$ cat config.mk
export PLATFORM = sky130hd
export DESIGN_NAME = ifetch
export DESIGN_NICKNAME = d
export VERILOG_FILES = /design/src/rtl/ifetch.sv
export SDC_FILE = /design/constraint.sdc
export NUM_CORES = 1
export LEC_CHECK = 0
export CAP_MARGIN = 20
export CELL_PAD_IN_SITES_DETAIL_PLACEMENT = 1
export CELL_PAD_IN_SITES_GLOBAL_PLACEMENT = 1
export CORE_MARGIN = 3
export CORE_UTILIZATION = 37
export CTS_BUF_LIST = sky130_fd_sc_hd__clkbuf_2
export CTS_CLUSTER_DIAMETER = 30
export DETAILED_ROUTE_END_ITERATION = 8
export GPL_ROUTABILITY_DRIVEN = 0
export PLACE_DENSITY = 0.84
export SLEW_MARGIN = 10
export SYNTH_ARGS = -nofsm -noshare
export SYNTH_HDL_FRONTEND = slang
export SYNTH_SLANG_ARGS = --single-unit
$ cat constraint.sdc
create_clock -name clk -period 7.1 [get_ports clk]
set_input_delay 1.42 -clock clk [delete_from_list [all_inputs] [get_ports clk]]
set_output_delay 1.42 -clock clk [all_outputs]
set_load 0.03 [all_outputs]
$ cat src/rtl/ifetch.sv
// ifetch: fetch sequencer between the PC, instruction memory and decoder.
// Define IFETCH_TIMEOUT_EN to build the memory-ack watchdog and FAULT lock-up.
module ifetch #(
    parameter int unsigned TIMEOUT = 255
) (
    input  logic        clk,
    input  logic        reset,
    input  logic [15:0] pc_in,
    output logic        ipc,
    output logic        epc,
    output logic [15:0] pc_data,
    output logic        mem_req,
    output logic [15:0] mem_addr,
    input  logic        mem_ack,
    input  logic [15:0] mem_rdata,
    output logic [15:0] ir_out,
    output logic        ir_valid,
    input  logic        ir_ready,
    input  logic        br_take,
    input  logic [15:0] br_target,
    output logic        fault
);

    localparam logic [2:0] IDLE     = 3'd0;
    localparam logic [2:0] FETCH    = 3'd1;
    localparam logic [2:0] HOLD     = 3'd2;
    localparam logic [2:0] REDIRECT = 3'd3;
    localparam logic [2:0] FAULT    = 3'd4;

    if (TIMEOUT == 0 || TIMEOUT > 255) begin : g_bad_timeout
        $error("ifetch: TIMEOUT must be in 1..255");
    end

    logic [2:0]  state_q, state_d;
    logic        mem_req_q, mem_req_d;
    logic [15:0] ir_out_q, ir_out_d;
    logic        ir_valid_q, ir_valid_d;
    logic        ipc_q, ipc_d;
    logic        epc_q, epc_d;
    logic [15:0] pc_data_q, pc_data_d;
    logic        br_pend_q, br_pend_d;
    logic [15:0] br_tgt_q, br_tgt_d;
    logic        tmo;

    always_comb begin
        state_d    = state_q;
        ir_out_d   = ir_out_q;
        ir_valid_d = ir_valid_q;
        pc_data_d  = pc_data_q;
        br_tgt_d   = br_tgt_q;
        br_pend_d  = br_pend_q;
        ipc_d      = 1'b0;

        // A new branch always overrides; otherwise the pending one retires with REDIRECT.
        if (state_q != FAULT && br_take) begin
            br_tgt_d  = br_target;
            br_pend_d = 1'b1;
        end else if (state_q == REDIRECT) begin
            br_pend_d = 1'b0;
        end

        case (state_q)
            IDLE: state_d = FETCH;
            FETCH: begin
                if (tmo) begin
                    state_d = FAULT;
                end else if (mem_ack) begin
                    if (br_pend_q || br_take) begin
                        state_d = REDIRECT;
                    end else begin
                        state_d    = HOLD;
                        ir_out_d   = mem_rdata;
                        ir_valid_d = 1'b1;
                        ipc_d      = 1'b1;
                    end
                end
            end
            HOLD: begin
                if (br_take) begin
                    ir_valid_d = 1'b0;
                    state_d    = REDIRECT;
                end else if (ir_ready) begin
                    ir_valid_d = 1'b0;
                    state_d    = FETCH;
                end
            end
            REDIRECT: state_d = FETCH;
            FAULT:    state_d = FAULT;
            default:  state_d = IDLE;
        endcase

        // The PC loads pc_data - 1, so present the target pre-incremented.
        if (state_d == REDIRECT) begin
            pc_data_d = br_tgt_d + 16'd1;
        end
        epc_d     = (state_d == REDIRECT);
        mem_req_d = (state_d == FETCH);
    end

    always_ff @(posedge clk or posedge reset) begin
        if (reset) begin
            state_q    <= IDLE;
            mem_req_q  <= 1'b0;
            ir_out_q   <= 16'd0;
            ir_valid_q <= 1'b0;
            ipc_q      <= 1'b0;
            epc_q      <= 1'b0;
            pc_data_q  <= 16'd0;
            br_pend_q  <= 1'b0;
            br_tgt_q   <= 16'd0;
        end else begin
            state_q    <= state_d;
            mem_req_q  <= mem_req_d;
            ir_out_q   <= ir_out_d;
            ir_valid_q <= ir_valid_d;
            ipc_q      <= ipc_d;
            epc_q      <= epc_d;
            pc_data_q  <= pc_data_d;
            br_pend_q  <= br_pend_d;
            br_tgt_q   <= br_tgt_d;
        end
    end

`ifdef IFETCH_TIMEOUT_EN
    localparam logic [7:0] TMO_LAST = 8'(TIMEOUT - 1);

    logic [7:0] cnt_q, cnt_d;
    logic       fault_q;

    always_comb begin
        cnt_d = 8'd0;
        if (state_q == FETCH && !mem_ack) begin
            cnt_d = cnt_q + 8'd1;
        end
    end

    assign tmo = (state_q == FETCH) && !mem_ack && (cnt_q == TMO_LAST);

    always_ff @(posedge clk or posedge reset) begin
        if (reset) begin
            cnt_q   <= 8'd0;
            fault_q <= 1'b0;
        end else begin
            cnt_q   <= cnt_d;
            fault_q <= fault_q | tmo;
        end
    end

    assign fault = fault_q;
`else
    assign tmo   = 1'b0;
    assign fault = 1'b0;
`endif

    assign ipc      = ipc_q;
    assign epc      = epc_q;
    assign pc_data  = pc_data_q;
    assign mem_req  = mem_req_q;
    assign mem_addr = pc_in;
    assign ir_out   = ir_out_q;
    assign ir_valid = ir_valid_q;

endmodule

==> impl_metrics.toml <==
[status]
outcome = "complete, no violations"

[critical_path]
worstSetupStartpointType = "input port"
reg2reg_slack_ns = 4.03
cp.arrival_ns = 4.51
worst-setup-path-type = "in -> reg"
end_kind = "flip-flop"
critPathRequiredTime_ns = 7.48
cp_max_fo = 18

[clock_tree]
numCtsBuffers = 5
clockRootBuffer = "clkbuf_2"
clk_latency_ns = 0.46
post_cts_buffers = 0
path_clk_slew_ns = 0.28
h-tree-depth = 2
cts_sinks = 56
clockBufferDepth = 2
ctsResizeCount = 0
cts_tree = "done"
postCtsHoldBufs = 0

[finish]
antenna_cells = 0
drive_gt1_share_pct = 13.44
finalNetCount = 373
area_growth_pct = 24.29

[route]
vias_per_cell = 5.406
vias = 2265
routed_wl_mm = 7.302
avgRoutedWirePerCell_um = 17.43
drc = 0
dr.pass1.iters = 4
ant_nets = 0
drtIter0Drc = 70

[sta]
final_hold_viol_count = 0
fin_crit_sh_pct = 58.27
fin_crit_ns = 4.137
max_slew_margin_pct = 50.80
finalMaxSlewViolations = 0
max_freq_mhz = 241.7
rsz0062_at_grt = "false"
worstMarginPinSlew_ns = 0.7357
setup_tns_ns = 0
setup_viol = 0
layout_setup_ws_ns = 2.963
final.setup_skew_ns = 0.01747

[synthesis]
syn_area_mm2 = 0.002869
synth_area_per_cell_um2 = 10.71
synth-main-ff-cell = "dfrtp_1"
synth_warnings = 0
ys_seq_elements = 56
yosysSeqAreaShare_pct = 48.84
synthArstFlopShare_pct = 100.0
synth.distinct_cells = 56
netlist_instances = 268
syn_nets = 322
synth_edf_count = 0

[power_and_ir_drop]
peakVddDrop_mv = 0.1262
p_leak_nw = 1.455
powerDensity_mw_per_mm2 = 269.7
power_mw = 0.9618

[global_routing]
grt_max_degree = 57
grt_pass1_wl_mm = 12.05
antenna_found_initial = 0
gr-total-overflow = 0
gr-usage-all-layers_pct = 17.12
grt_pass1_vias = 2417

[flow_run]
cap_violations = 0

[floorplanning]
io_pins = 106
dieArea_mm2 = 0.008846
core_area_mm2 = 0.007370
die_h_um = 94.06
start_util_pct = 38.93
fp.dieW_um = 94.06
placementRows = 31

[placement]
io_buffers = 72
post-dp-hpwl_mm = 5.475
place_ws_ns = 2.492

[worst_hold_path]
hold_class = "reg -> reg"
## report_power, final
group	switching, mW	leakage, nW	internal, mW
clock network	0.106	0.0294	0.0250
registers	0.0427	0.679	0.389
logic	0.223	0.747	0.176
total	0.371	1.46	0.591
## per-stage QoR
step           cell area (µm²)  utilization, %  hold WS [ns]  std cells
3_3_place_gp              3520           47.76        0.4727        411
2_1_floorplan             2869               -        0.4846        268
4_1_cts                   3566           48.39        0.5396        419
3_5_place_dp              3520           47.76        0.4771        411
6_report                  3566           48.39        0.5359        419
5_1_grt                   3566           48.39        0.5659        419
## cell usage in the layout, fill, tap and decap left out, types with 2 or more instances in the layout
cell,instances
o21ai_1,3
o21ai_0,14
xor2_1,5
nor4_1,3
clkdlybuf4s50_1,72
xnor2_1,7
mux2_2,22
nand2_1,39
a21oi_1,5
nor2_1,5
a31oi_1,3
nand3_1,8
a221o_1,2
clkbuf_2,5
nand4_1,5
a2111oi_4,2
dfrtp_1,56
o31ai_1,3
nor3_1,8
o21a_1,2
a211oi_1,2
mux2i_1,4
inv_1,8
and4_1,2
or4_1,2
## cells in the mapped netlist, types with 3 or more instances
| cell | count | area share, % |
|---|---|---|
| nor2_1 | 5 | 0.65 |
| nor4_1 | 3 | 0.65 |
| inv_1 | 9 | 1.2 |
| a31oi_1 | 3 | 0.65 |
| xor2_1 | 5 | 1.5 |
| xnor2_1 | 7 | 2.1 |
| buf_6 | 3 | 1.2 |
| clkbuf_1 | 5 | 0.65 |
| nand4_1 | 5 | 1.1 |
| buf_4 | 18 | 4.7 |
| o31ai_1 | 3 | 0.78 |
| nor3_1 | 8 | 1.4 |
| mux2_2 | 22 | 8.6 |
| nand2_1 | 39 | 5.1 |
| o21ai_0 | 14 | 2.4 |
| o21ai_1 | 3 | 0.52 |
| nand3_1 | 8 | 1.4 |
| mux2i_1 | 4 | 1.4 |
| a21oi_1 | 5 | 0.87 |
| dfrtp_1 | 56 | 49 |
## critical path, stage by stage
cell,delay (ns)
clkdlybuf4s50_1,0.95
inv_1,0.38
nor2_4,0.43
nand2_1,0.13
nand2_1,0.08
ha_1,0.31
o21ai_1,0.20
o31a_1,0.36
o31ai_1,0.23
## cells by family (layout without fill, tap and decap cells)
group / after synthesis / in the layout / synth area share (%)
other: 1 / 1 / 0.1307
multiplexers: 26 / 26 / 10.03
flip-flops: 56 / 56 / 48.84
AND/OR/NAND/NOR: 83 / 83 / 14.96
adder cells (fa/ha/maj): 1 / 1 / 0.4360
buffers and inverters: 39 / 91 / 8.504
AO/OA/AOI/OAI: 50 / 50 / 13.43
XOR/XNOR: 12 / 12 / 3.663
## layout make-up
cell class              instances  area, µm²
repair buffers                 73      728.2
well taps                      99      123.9
clock buffers                   5      25.02
inverters                      10      42.54
clock inverters                 3      21.27
flip-flops and latches         56       1401
multi-input cells             173       1224
fillers                       803       3804
## path summary, 6_finish.rpt
check	start	end	depth (start not counted)
min in group asynchronous	reset	ir_out[9]	3
max in group asynchronous	reset	br_tgt_q[0]	3
max	br_take	pc_data[12]	9
max reg2reg	state_q[2]	pc_data[12]	8
min	pc_data[5]	pc_data[5]	2
min reg2reg	pc_data[5]	pc_data[5]	2
## registers in the layout, summed over array words and instances (netlist names)
signal	cells
br_pend_q	1
ir_valid	1
br_tgt_q	16
ir_out	16
epc	1
state_q	3
ipc	1
pc_data	16
mem_req	1
## routing by layer
layer / vias to the layer above / wire [µm] / track usage (%)
li1: 1031 / - / -
met1: 1127 / 3311 / 22.89
met2: 92 / 3420 / 28.03
met3: 15 / 456 / 3.606
met4: 0 / 113 / 4.813
met5: - / 0 / 0
Power figures use the tool's default switching activity.
